===== src/rtl/dp_mem_tester_pkg.sv =====
// rtl/dp_mem_tester_pkg.sv - shared types and constants for the dual-port memory tester
package dp_mem_tester_pkg;

    typedef enum logic [1:0] {
        ST_IDLE  = 2'd0,
        ST_WRITE = 2'd1,
        ST_READ  = 2'd2,
        ST_DONE  = 2'd3
    } state_t;

    localparam logic [1:0] PAT_ADDR  = 2'd0;
    localparam logic [1:0] PAT_NADDR = 2'd1;
    localparam logic [1:0] PAT_CONST = 2'd2;
    localparam logic [1:0] PAT_LFSR  = 2'd3;

    // Galois form of x^8+x^6+x^5+x^4+1, shifting right
    localparam logic [7:0] LFSR_TAPS = 8'hB8;

    function automatic logic [7:0] lfsr_next(input logic [7:0] cur);
        return {1'b0, cur[7:1]} ^ (cur[0] ? LFSR_TAPS : 8'h00);
    endfunction

endpackage


===== src/rtl/dp_pattern_gen.sv =====
// rtl/dp_pattern_gen.sv - test pattern generator (address, inverted address, constant, LFSR)
module dp_pattern_gen
    import dp_mem_tester_pkg::*;
#(
    parameter int DATA_W = 8
) (
    input  logic              clk,
    input  logic              rst_n,
    input  logic              load,
    input  logic [DATA_W-1:0] load_seed,
    input  logic              advance,
    input  logic [1:0]        sel,
    input  logic [7:0]        addr_lo,
    input  logic [DATA_W-1:0] const_val,
    output logic [DATA_W-1:0] pattern
);

    logic [7:0] lfsr_q;
    logic [7:0] lfsr_d;
    logic [7:0] seed8;

    // LFSR next value: a zero seed would lock up, so it is replaced by 01
    always_comb begin
        seed8  = 8'(load_seed);
        lfsr_d = lfsr_q;
        if (load) begin
            lfsr_d = (seed8 == 8'h00) ? 8'h01 : seed8;
        end else if (advance) begin
            lfsr_d = lfsr_next(lfsr_q);
        end
    end

    // LFSR state register
    always_ff @(posedge clk or negedge rst_n) begin
        if (!rst_n) begin
            lfsr_q <= 8'h00;
        end else begin
            lfsr_q <= lfsr_d;
        end
    end

    // Pattern byte for the current address
    always_comb begin
        pattern = '0;
        case (sel)
            PAT_ADDR:  pattern = DATA_W'(addr_lo);
            PAT_NADDR: pattern = DATA_W'(~addr_lo);
            PAT_CONST: pattern = const_val;
            default:   pattern = DATA_W'(lfsr_q);
        endcase
    end

endmodule


===== src/rtl/dp_mem_tester.sv =====
// rtl/dp_mem_tester.sv - write-then-verify master for one arbiter client port
module dp_mem_tester
    import dp_mem_tester_pkg::*;
#(
    parameter int ADDR_W        = 10,
    parameter int DATA_W        = 8,
    parameter int ACCESS_CYCLES = 6
) (
    input  logic              clk,
    input  logic              rst_n,
    input  logic              start,
    input  logic              abort,
    input  logic [1:0]        pattern_sel,
    input  logic [DATA_W-1:0] seed,
    output logic [ADDR_W-1:0] a,
    output logic [DATA_W-1:0] din,
    input  logic [DATA_W-1:0] dout,
    output logic              oe_n,
    output logic              we_n,
    output logic              busy,
    output logic              done,
    output logic              pass,
    output logic [ADDR_W:0]   err_count,
    output logic [ADDR_W-1:0] first_err_addr
);

    localparam int CNT_W = $clog2(ACCESS_CYCLES + 1);

    state_t            state_q, state_d;
    logic [ADDR_W-1:0] addr_q, addr_d;
    logic [CNT_W-1:0]  cnt_q, cnt_d;
    logic [1:0]        sel_q, sel_d;
    logic [DATA_W-1:0] seed_q, seed_d;
    logic [ADDR_W:0]   err_q, err_d;
    logic [ADDR_W-1:0] first_q, first_d;

    logic              gen_load;
    logic              gen_adv;
    logic [DATA_W-1:0] gen_load_seed;
    logic [DATA_W-1:0] pattern;
    logic              last_cycle;
    logic              last_addr;

    dp_pattern_gen #(
        .DATA_W (DATA_W)
    ) u_gen (
        .clk       (clk),
        .rst_n     (rst_n),
        .load      (gen_load),
        .load_seed (gen_load_seed),
        .advance   (gen_adv),
        .sel       (sel_q),
        .addr_lo   (addr_q[7:0]),
        .const_val (seed_q),
        .pattern   (pattern)
    );

    // Sequencer: hold each access ACCESS_CYCLES cycles, walk all addresses twice
    always_comb begin
        state_d       = state_q;
        addr_d        = addr_q;
        cnt_d         = cnt_q;
        sel_d         = sel_q;
        seed_d        = seed_q;
        err_d         = err_q;
        first_d       = first_q;
        gen_load      = 1'b0;
        gen_adv       = 1'b0;
        gen_load_seed = seed_q;
        last_cycle    = (cnt_q == CNT_W'(ACCESS_CYCLES - 1));
        last_addr     = (addr_q == {ADDR_W{1'b1}});

        if (abort) begin
            // error results of the cancelled run stay visible
            state_d = ST_IDLE;
            addr_d  = '0;
            cnt_d   = '0;
        end else begin
            case (state_q)
                ST_IDLE, ST_DONE: begin
                    if (start) begin
                        sel_d         = pattern_sel;
                        seed_d        = seed;
                        err_d         = '0;
                        first_d       = '0;
                        addr_d        = '0;
                        cnt_d         = '0;
                        gen_load      = 1'b1;
                        gen_load_seed = seed;
                        state_d       = ST_WRITE;
                    end
                end
                ST_WRITE: begin
                    if (last_cycle) begin
                        cnt_d = '0;
                        if (last_addr) begin
                            // replay the same sequence for the read pass
                            addr_d   = '0;
                            gen_load = 1'b1;
                            state_d  = ST_READ;
                        end else begin
                            addr_d  = addr_q + ADDR_W'(1);
                            gen_adv = 1'b1;
                        end
                    end else begin
                        cnt_d = cnt_q + CNT_W'(1);
                    end
                end
                ST_READ: begin
                    if (last_cycle) begin
                        cnt_d = '0;
                        if (dout != pattern) begin
                            err_d = err_q + (ADDR_W + 1)'(1);
                            if (err_q == '0) begin
                                first_d = addr_q;
                            end
                        end
                        if (last_addr) begin
                            addr_d  = '0;
                            state_d = ST_DONE;
                        end else begin
                            addr_d  = addr_q + ADDR_W'(1);
                            gen_adv = 1'b1;
                        end
                    end else begin
                        cnt_d = cnt_q + CNT_W'(1);
                    end
                end
                default: state_d = ST_IDLE;
            endcase
        end
    end

    // Sequencer state registers
    always_ff @(posedge clk or negedge rst_n) begin
        if (!rst_n) begin
            state_q <= ST_IDLE;
            addr_q  <= '0;
            cnt_q   <= '0;
            sel_q   <= PAT_ADDR;
            seed_q  <= '0;
            err_q   <= '0;
            first_q <= '0;
        end else begin
            state_q <= state_d;
            addr_q  <= addr_d;
            cnt_q   <= cnt_d;
            sel_q   <= sel_d;
            seed_q  <= seed_d;
            err_q   <= err_d;
            first_q <= first_d;
        end
    end

    // Port and status outputs decode straight from state so reset clears them at once
    always_comb begin
        busy           = (state_q == ST_WRITE) || (state_q == ST_READ);
        a              = busy ? addr_q : '0;
        din            = (state_q == ST_WRITE) ? pattern : '0;
        we_n           = (state_q != ST_WRITE);
        oe_n           = (state_q != ST_READ);
        done           = (state_q == ST_DONE);
        pass           = done && (err_q == '0);
        err_count      = err_q;
        first_err_addr = first_q;
    end

endmodule


===== config.mk =====
export PLATFORM = sky130hd
export DESIGN_NAME = dp_mem_tester
export DESIGN_NICKNAME = d
export VERILOG_FILES = /design/src/rtl/dp_mem_tester_pkg.sv /design/src/rtl/dp_pattern_gen.sv /design/src/rtl/dp_mem_tester.sv
export SDC_FILE = /design/constraint.sdc
export NUM_CORES = 1
export LEC_CHECK = 0
export BUFFER_PORTS_ARGS = -buffer_cell sky130_fd_sc_hd__buf_2
export CORE_AREA = 3 3 103 86
export DETAILED_ROUTE_END_ITERATION = 16
export DIE_AREA = 0 0 106 89
export PLACE_DENSITY_LB_ADDON = 0.2
export SYNTH_ARGS = -nofsm -noshare
export SYNTH_HDL_FRONTEND = slang
export SYNTH_SLANG_ARGS = --single-unit

===== constraint.sdc =====
create_clock -name clk -period 6 [get_ports clk]
set_input_delay 0.6 -clock clk [delete_from_list [all_inputs] [get_ports clk]]
set_output_delay 0.6 -clock clk [all_outputs]
set_load 0.01 [all_outputs]

==> results.py, run 1 <==
metrics = {
    "global_route": {
        "gr-usage-all-layers_pct": 20.53,
        "grt-ovfl-total": 0,
        "grt_pass1_wl_microns": 15500,
        "grt_max_degree": 55,
        "antenna_found_initial": 0,
        "grt_pass1_vias": 3028,
    },
    "sta": {
        "skew_ns": 0.01118,
        "tightest_slew_ns": 1.080,
        "rsz0062_at_grt": "no",
        "min_period_ns": 3.187,
        "setup_viol": 0,
        "max_freq_ghz": 0.3138,
        "slew_viol_final": 0,
        "slew_headroom_pct": 28.03,
        "finalHoldViolCount": 0,
        "period_share_pct": 53.11,
        "fin_tns_setup_ns": 0,
    },
    "floorplan": {
        "dieHeight_microns": 89,
        "design.core.area_sq_mm": 0.007838,
        "rows": 29,
        "io_pins": 66,
        "die_w_microns": 106,
        "start_util_pct": 44.83,
        "die-area_sq_mm": 0.009434,
    },
    "place": {
        "dp_cells": 531,
        "detailed_place_hpwl_microns": 6764,
        "io_buffers": 65,
        "placed_area_sq_mm": 0.003865,
        "place.gp.congestion": 0.8393,
    },
    "critical_path": {
        "end_kind": "register",
        "rr_startpoint": "sel_q[0]$_DFFE_PN0P_",
        "worstPathMaxFanout": 21,
        "startpoint": "sel_q[0]$_DFFE_PN0P_",
        "r2r_setup_slack_ns": 2.81,
        "arrival_ns": 3.42,
        "path_class": "reg -> reg",
        "worstReg2RegEnd": "first_err_addr[9]$_DFFE_PN0P_",
        "cp.required_ns": 6.23,
        "crit_end": "first_err_addr[9]$_DFFE_PN0P_",
        "r2r_cells": 6,
        "startpoint_type": "register",
    },
    "clock_network": {
        "cts_tree": "done",
        "cts.path.max_buffers": 2,
        "clk_transition_reported_paths_ns": 0.10,
        "cts.repair.resized": 0,
        "cts.sinks": 54,
        "holdBufCountCts": 0,
        "postCtsSetupBuffers": 0,
        "tritoncts.num_buffers": 5,
        "cts_root_buf": "clkbuf_8",
        "h-tree-depth": 2,
        "clock_latency_ns": 0.31,
    },
    "logic_synthesis": {
        "ys_ff_latch": 54,
        "synth_cell_types": 53,
        "async_reset_ff_share_pct": 100.0,
        "synth_commonest_cells": "54 x dfrtp_1, 27 x nor2_1, 25 x nand2_1, 23 x inv_1, 23 x mux2i_1",
        "synth_area_sq_mm": 0.003513,
        "netlist_instances": 386,
        "synth_ff_type": "dfrtp_1",
        "yosys.area.top_type": "dfrtp_1",
        "synth_nets": 414,
        "yosysMostFrequentCell": "dfrtp_1",
        "yosysTopAreaCellShare_pct": 38.46,
        "yosysWarnings": 0,
        "synth_area_leaders": "dfrtp_1 38%, mux2i_1 6.6%, xnor2_1 3.7%",
        "synth-edff-count": 0,
        "avgSynthCellArea_sq_um": 9.102,
        "synth-seq-area-share_pct": 38.46,
    },
    "finish": {
        "final_cells": 539,
        "area_growth_syn_to_layout_pct": 13.14,
        "antennaDiodeCount": 0,
        "final_layout_size_suffix_gt1_share_pct": 20.65,
        "fin_nets": 458,
        "stdcell_area_sq_mm": 0.003975,
    },
    "drt": {
        "drc": 0,
        "routed_wirelength_microns": 9336,
        "wire_per_inst_microns": 17.32,
        "final_antenna_net_count": 0,
        "initialDrtViolationCount": 222,
        "dr.pass1.iters": 5,
        "vias": 3085,
        "vias_per_cell": 5.724,
    },
    "worst_hold_path": {
        "holdCritPathClass": "in -> async",
    },
    "power": {
        "ir_drop_v": 0.0001238,
        "leakage_nw": 1.790,
        "power_density_mw_per_mm2": 412.3,
    },
    "run_status": {
        "status": "completed",
    },
    "job": {
        "max-cap-violations": 0,
    },
}
==> registers in the layout, summed over array words and instances, names as in the netlist <==
name            count
addr_q             10
cnt_q               3
err_count          11
first_err_addr     10
seed_q              8
sel_q               2
state_q             2
u_gen.lfsr_q        8
==> worst max-delay path, cell delays in order, from the launching register on <==
cell and delay (ns):
dfrtp_1 0.97, mux2i_1 0.27, mux2i_1 0.12, xnor2_1 0.45, or4b_1 0.69, o211ai_4 0.42
o2bb2ai_1 0.16
==> power by group <==
group,internal (W),total [W],switching [W]
Clock,0.000125,0.000252,0.000127
Combinational,0.000317,0.000772,0.000454
Sequential,0.000456,0.000616,0.000160
Total,0.000898,0.00164,0.000741
==> per-stage QoR <==
step / worst slack (ns) / hold WS [ns] / utilization, % / total power, W
finish: 2.813 / 0.4035 / 50.72 / 0.001639
detailed placement: 2.894 / 0.4771 / 49.31 / 0.001383
global route: 2.528 / 0.4650 / 50.72 / 0.001765
global placement: 2.915 / 0.4749 / 49.31 / 0.001374
floorplan: 3.663 / 0.3044 / - / 0.001176
CTS: 2.862 / 0.4382 / 50.72 / 0.001637
==> worst min path at each step <==
| stage | from | end | slack, ns | cells after the start |
|---|---|---|---|---|
| 6_report | rst_n | sel_q[1]$_DFFE_PN0P_ | 0.40 | 2 |
| 5_1_grt | rst_n | sel_q[1]$_DFFE_PN0P_ | 0.47 | 2 |
| 4_1_cts | rst_n | err_count[6]$_DFFE_PN0P_ | 0.44 | 2 |
| 3_5_place_dp | first_err_addr[1]$_DFFE_PN0P_ | first_err_addr[1]$_DFFE_PN0P_ | 0.48 | 1 |
| 3_3_place_gp | first_err_addr[8]$_DFFE_PN0P_ | first_err_addr[8]$_DFFE_PN0P_ | 0.47 | 1 |
| 2_1_floorplan | rst_n | addr_q[0]$_DFFE_PN0P_ | 0.30 | 0 |
==> kinds of logic after synthesis <==
family | synth area share, %
xor+xnor | 5.983
buf+inv | 6.375
fa+ha+maj | 2.137
simple gates | 20.69
flops | 38.46
compound gates | 17.56
mux | 8.796
==> layout make-up <==
type | instances | area, sq um
clock buffer | 6 | 72.57
sequential | 54 | 1351
tap | 108 | 135.1
fill | 783 | 3862
multi-input combinational | 278 | 1944
clock inverter | 2 | 37.54
timing repair buffer | 68 | 347.8
inverter | 23 | 86.33
==> layer usage <==
layer / track usage [%] / up-vias / routed length, microns
met5: 0 / - / 0
met4: 5.647 / 0 / 87
met3: 3.466 / 11 / 529
met2: 31.42 / 90 / 4156
met1: 30.21 / 1499 / 4563
li1: - / 1485 / -
==> layout by cell type (no fill, tap or decap), types with 7 or more instances in the layout <==
cell        n
dfrtp_1    54
nand3_1    18
buf_2      65
inv_1      23
o2bb2ai_1  10
and2_1      8
nand4_1    15
a21oi_1    15
mux2_2      7
xor2_1      9
o211ai_1   10
a31oi_1     8
nor2b_1     9
nand2_1    25
nor2_1     27
nor3_1      9
xnor2_1    15
mux2i_1    23
o21ai_0     9
(Power assumes the default switching activity.)
==> inputs of run 2 (changes only) <==
==> constraint.sdc (replaced) <==
create_clock -name clk -period 2.6 [get_ports clk]
set_input_delay 0.26 -clock clk [delete_from_list [all_inputs] [get_ports clk]]
set_output_delay 0.26 -clock clk [all_outputs]
set_load 0.01 [all_outputs]
==> run 2 against run 1 <==
Against the previous run: global-route usage up 0.92 points; largest power group unchanged; combinational power rose to 2.7 times the previous value; clock-buffer cell count unchanged; worst hold slack worse by 0.23 ns; total power up 140%; utilization up 3.2 points; largest cell class unchanged; sequential power up 120%.
==> results.py, run 2 (synthesized netlist as in run 1, its figures left out) <==
metrics = {
    "finish": {
        "antennaDiodeCount": 0,
        "utilization_pct": 53.90,
        "stdcell_area_sq_mm": 0.004224,
        "final_layout_size_suffix_gt1_share_pct": 25.71,
        "layout_common_cells": "65 x buf_2, 54 x dfrtp_1, 29 x buf_4, 27 x nor2_1, 25 x nand2_1",
        "largest_reg_flops": 11,
        "area_growth_syn_to_layout_pct": 20.23,
        "final_common_cell": "buf_2",
        "fin_nets": 486,
    },
    "critical_path": {
        "startpoint_type": "register",
        "end_kind": "register",
        "arrival_ns": 2.57,
        "cp_slowest_cell": "and2_1",
        "path_cells": "buf_12, mux2i_1, mux2i_1, xnor2_1, and4_1, and2_1, o22ai_1",
        "path_class": "reg -> reg",
        "crit_path_max_incr_delay_ns": 0.43,
        "crit_top_cell": "mux2i_1",
        "worstPathMaxFanout": 21,
        "r2r_cells": 7,
        "cp.required_ns": 2.78,
    },
    "sta": {
        "period_share_pct": 91.92,
        "skew_ns": 0.007220,
        "setup_viol": 0,
        "fin_tns_setup_ns": 0,
        "slew_headroom_pct": 55.86,
        "finalHoldViolCount": 0,
        "rsz0062_at_grt": "no",
        "setup_slack_ns": 0.2100,
        "slew_viol_final": 0,
        "max_freq_ghz": 0.4184,
        "min_period_ns": 2.390,
        "tightest_slew_ns": 0.6572,
    },
    "drt": {
        "initialDrtViolationCount": 195,
        "dr.pass1.iters": 4,
        "highest_layer": "met4",
        "drc": 0,
        "wl_met3_microns": 647,
        "vias_per_cell": 5.651,
        "routed_wirelength_microns": 9610,
        "wire_per_inst_microns": 16.95,
        "vias": 3204,
        "final_antenna_net_count": 0,
        "wl_met1_microns": 4611,
        "met2_length_microns": 4214,
    },
    "power": {
        "finalPower_w": 0.003997,
        "leakage_nw": 1.947,
        "ir_drop_v": 0.0003334,
        "power_density_mw_per_mm2": 946.2,
    },
    "floorplan": {
        "start_util_pct": 44.83,
        "dieHeight_microns": 89,
        "die_w_microns": 106,
        "io_pins": 66,
        "design.core.area_sq_mm": 0.007838,
        "die-area_sq_mm": 0.009434,
        "rows": 29,
    },
    "clock_network": {
        "h-tree-depth": 2,
        "tritoncts.num_buffers": 5,
        "cts.sinks": 54,
        "clock_latency_ns": 0.31,
        "clk_transition_reported_paths_ns": 0.11,
        "cts_root_buf": "clkbuf_8",
        "cts.path.max_buffers": 2,
        "cts_tree": "done",
    },
    "global_route": {
        "grt_pass1_vias": 3152,
        "grt_max_degree": 28,
        "antenna_found_initial": 0,
        "gr-usage-all-layers_pct": 21.45,
        "grt_pass1_wl_microns": 16160,
        "grt-ovfl-total": 0,
    },
    "place": {
        "place.gp.congestion": 0.8561,
        "detailed_place_hpwl_microns": 7234,
        "dpl_worst_slack_ns": 0.1365,
        "io_buffers": 65,
        "placed_area_sq_mm": 0.004073,
    },
    "job": {
        "max-cap-violations": 0,
    },
    "worst_hold_path": {
        "holdCritPathClass": "in -> reg",
        "min_path_cells": 2,
    },
    "run_status": {
        "status": "completed",
    },
}
run 2: through the flow:
stage | instances | hold slack, ns
2_1_floorplan | 386 | -0.03559
3_3_place_gp | 557 | 0.1156
3_5_place_dp | 557 | 0.1192
4_1_cts | 566 | 0.1745
5_1_grt | 567 | 0.1880
6_report | 567 | 0.1772
run 2: metal layers:
layer / GRT usage (%) / vias up
met2: 33.56 / 110
met3: 4.188 / 16
met1: 31.20 / 1537
met5: 0 / -
met4: 4.588 / 0
li1: - / 1541
run 2: critical path: cells and delay by family (launching register included):
| family | cells | cell delay [ns] |
|---|---|---|
| AOI/OAI and AO/OA | 1 | 0.16 |
| xor gates and xnor gates | 1 | 0.33 |
| buffers and inverters | 1 | 0.18 |
| DFF | 1 | 0.38 |
| muxes | 2 | 0.48 |
| and+or+nand+nor | 2 | 0.70 |
run 2: area by class of cell:
| cell class | instances | area, sq um |
|---|---|---|
| Clock inverter | 2 | 38.79 |
| Fill cell | 771 | 3613 |
| Clock buffer | 6 | 82.58 |
| Inverter | 23 | 86.33 |
| Timing Repair Buffer | 96 | 573.1 |
| Sequential cell | 54 | 1351 |
| Multi-Input combinational cell | 278 | 1957 |
| Tap cell | 108 | 135.1 |
run 2: worst paths after layout:
check | from | endpoint | slack, ns
worst max register to register | sel_q[0]$_DFFE_PN0P_ | err_count[1]$_DFFE_PN0P_ | 0.21
worst min-delay path | pattern_sel[0] | sel_q[0]$_DFFE_PN0P_ | 0.18
max in group asynchronous | rst_n | addr_q[6]$_DFFE_PN0P_ | 1.64
worst min register to register | first_err_addr[6]$_DFFE_PN0P_ | first_err_addr[6]$_DFFE_PN0P_ | 0.49
min in group asynchronous | rst_n | sel_q[1]$_DFFE_PN0P_ | 0.34
worst max-delay path | sel_q[0]$_DFFE_PN0P_ | err_count[1]$_DFFE_PN0P_ | 0.21
run 2: power breakdown:
part	leakage, nW	internal (W)	switching, W
clock	0.0618	0.000318	0.000297
combinational	1.17	0.000867	0.00118
sequential	0.712	0.00105	0.000281
total	1.95	0.00224	0.00176
run 2: what timing repair did:
item	CTS	global route
resized for setup	0	2
hold buffers	1	0
endpoints found under the hold margin	6	0
setup buffers	0	1
endpoints found under the setup margin	0	23
==> inputs of run 3 (changes only) <==
--- a/config.mk
+++ b/config.mk
@@ -6,9 +6,9 @@
 export NUM_CORES = 1
 export LEC_CHECK = 0
 export BUFFER_PORTS_ARGS = -buffer_cell sky130_fd_sc_hd__buf_2
-export CORE_AREA = 3 3 103 86
+export CORE_AREA = 3 3 97 81
 export DETAILED_ROUTE_END_ITERATION = 16
-export DIE_AREA = 0 0 106 89
+export DIE_AREA = 0 0 100 84
 export PLACE_DENSITY_LB_ADDON = 0.2
 export SYNTH_ARGS = -nofsm -noshare
 export SYNTH_HDL_FRONTEND = slang
==> run 3 against run 2 <==
Against the previous run: setup slack got worse by 0.0045 ns; wire length decreased by 0.21%; first-iteration DRC count increased by 11%; register-to-register slack about the same; final area decreased by 2.0%; combinational power about the same; worst hold slack improved by 0.028 ns; flip-flop and latch count unchanged; die area decreased by 11%; utilization increased by 6.5 points; clock skew decreased by 0.0034 ns; global-route usage increased by 1.5 points; critical path type unchanged.
==> results.py, run 3 (synthesized netlist as in run 1, its figures left out) <==
metrics = {
    "run_status": {
        "status": "completed",
    },
    "global_route": {
        "antenna_found_initial": 0,
        "grt_pass1_vias": 3009,
        "grt_max_degree": 39,
        "gr-usage-all-layers_pct": 23.00,
        "grt_pass1_wl_microns": 15650,
        "grt-ovfl-total": 0,
    },
    "drt": {
        "final_antenna_net_count": 0,
        "vias": 3236,
        "drc": 0,
        "routed_wirelength_microns": 9590,
        "dr.pass1.iters": 5,
        "vias_per_cell": 5.970,
        "initialDrtViolationCount": 217,
        "wire_per_inst_microns": 17.69,
    },
    "critical_path": {
        "rr_startpoint": "sel_q[0]$_DFFE_PN0P_",
        "path_cells": "buf_4, mux2i_1, mux2i_1, xnor2_1, or4b_4, o211ai_4, o2bb2ai_1",
        "startpoint_type": "register",
        "r2r_setup_slack_ns": 0.21,
        "crit_top_cell": "mux2i_1",
        "path_class": "reg -> reg",
        "worstReg2RegEnd": "first_err_addr[8]$_DFFE_PN0P_",
        "cp_slowest_cell": "or4b_4",
        "cp.required_ns": 2.83,
        "crit_path_max_incr_delay_ns": 0.58,
        "worstPathMaxFanout": 10,
        "r2r_cells": 7,
        "arrival_ns": 2.62,
        "end_kind": "register",
    },
    "floorplan": {
        "start_util_pct": 51.23,
        "die_w_microns": 100,
        "dieHeight_microns": 84,
        "io_pins": 66,
        "rows": 27,
        "design.core.area_sq_mm": 0.006858,
        "die-area_sq_mm": 0.008400,
    },
    "sta": {
        "period_share_pct": 92.10,
        "slew_headroom_pct": 66.22,
        "setup_slack_ns": 0.2055,
        "fin_tns_setup_ns": 0,
        "min_period_ns": 2.394,
        "max_freq_ghz": 0.4176,
        "whs_ns": 0.2047,
        "rsz0062_at_grt": "no",
        "skew_ns": 0.003799,
        "slew_viol_final": 0,
        "tightest_slew_ns": 0.5066,
        "finalHoldViolCount": 0,
        "setup_viol": 0,
    },
    "finish": {
        "area_growth_syn_to_layout_pct": 17.88,
        "final_common_cell": "buf_2",
        "largest_reg_flops": 11,
        "fin_nets": 483,
        "seqCellArea_sq_mm": 0.001353,
        "stdcell_area_sq_mm": 0.004141,
        "layout_common_cells": "65 x buf_2, 53 x dfrtp_1, 27 x nor2_1, 27 x buf_4, 25 x nand2_1",
        "fillCellCount": 586,
        "antennaDiodeCount": 0,
        "final_cells": 542,
        "multiInputGateArea_sq_mm": 0.001948,
        "final_layout_size_suffix_gt1_share_pct": 25.27,
    },
    "power": {
        "power_density_mw_per_mm2": 957.1,
        "p_sw_share_pct": 44.73,
        "ir_drop_v": 0.0003814,
        "p_switching_w": 0.001773,
        "power.internal_w": 0.002191,
        "leakage_nw": 1.918,
        "pwr-share-clk_pct": 14.2,
        "pwr-share-comb_pct": 51.2,
        "p_seq_share_pct": 34.5,
    },
    "job": {
        "max-cap-violations": 0,
    },
    "place": {
        "dp_cells": 532,
        "placed_area_sq_mm": 0.004004,
        "io_buffers": 65,
        "detailed_place_hpwl_microns": 7204,
        "place.gp.congestion": 1.028,
        "dpl_worst_slack_ns": 0.1305,
    },
    "clock_network": {
        "clock_latency_ns": 0.30,
        "tritoncts.num_buffers": 5,
        "cts_root_buf": "clkbuf_8",
        "cts.path.max_buffers": 2,
        "clk_transition_reported_paths_ns": 0.10,
        "cts_tree": "done",
        "h-tree-depth": 2,
        "cts.sinks": 54,
    },
    "worst_hold_path": {
        "min-delay-start": "pattern_sel[1]",
        "hold_end": "sel_q[1]$_DFFE_PN0P_",
        "min_path_cells": 2,
        "holdCritPathClass": "in -> reg",
    },
}
run 3: changes by cell type in the layout (fill, tap and decap cells not counted):
cell,delta
dfrtp_2,+1
clkbuf_8,-1
nor4_2,+1
buf_4,-2
buf_12,-1
clkinv_4,+1
dfrtp_1,-1
nor4_4,-1
inv_6,-1
run 3: final cells by class:
class / instances / area share (%)
clock buffers: 5 / 1.662
clock inverters: 2 / 0.9366
inverters: 23 / 2.085
multi-input cells: 278 / 47.04
flip-flops and latches: 54 / 32.66
well taps: 87 / 2.628
repair buffers: 93 / 12.99
run 3: how the worst max path moves through the flow:
stage	slack [ns]	cells after the start	start	end
floorplan	0.26	9	state_q[0]$_DFFE_PN0P_	err_count[3]$_DFFE_PN0P_
global placement	0.20	7	sel_q[0]$_DFFE_PN0P_	first_err_addr[8]$_DFFE_PN0P_
global route	0.05	7	sel_q[0]$_DFFE_PN0P_	err_count[1]$_DFFE_PN0P_
finish	0.21	7	sel_q[0]$_DFFE_PN0P_	first_err_addr[8]$_DFFE_PN0P_
detailed placement	0.13	7	sel_q[0]$_DFFE_PN0P_	first_err_addr[4]$_DFFE_PN0P_
CTS	0.09	7	sel_q[0]$_DFFE_PN0P_	first_err_addr[9]$_DFFE_PN0P_
run 3: power by group through the flow:
stage               Combinational [W]  Clock, W  Sequential (W)
CTS                           0.00200  0.000582         0.00135
global placement              0.00194         0         0.00136
floorplan                     0.00147         0         0.00124
global route                  0.00221  0.000621         0.00140
finish                        0.00203  0.000564         0.00137
detailed placement            0.00199         0         0.00137
run 3: per-stage QoR:
step / power, W / utilization (%)
3_3_place_gp: 0.003304 / 58.38
5_1_grt: 0.004227 / 60.39
4_1_cts: 0.003935 / 60.10
2_1_floorplan: 0.002714 / -
6_report: 0.003964 / 60.39
3_5_place_dp: 0.003354 / 58.38
run 3: what timing repair did:
action / CTS / global route
buffers inserted: 0 / 2
setup endpoints to repair: 0 / 16
gates resized for setup: 0 / 2
endpoints found under the hold margin: 16 / 0
hold buffers: 1 / 0
run 3: layer usage:
| layer | part of all wire [%] | vias up | GRT usage (%) | routed length [microns] |
|---|---|---|---|---|
| met3 | 7.6 | 11 | 5.430 | 728 |
| met2 | 44 | 138 | 33.98 | 4227 |
| met4 | 0.73 | 0 | 3.672 | 70 |
| met1 | 48 | 1559 | 34.72 | 4564 |
| met5 | 0 | - | 0 | 0 |
| li1 | - | 1528 | - | - |
run 3: worst max-delay path, delay by kind of cell (launching register included):
family | cells | cell delay [ns]
simple gates | 1 | 0.58
compound gates | 2 | 0.52
flops | 1 | 0.43
mux | 2 | 0.32
xor+xnor | 1 | 0.27
buf+inv | 1 | 0.20
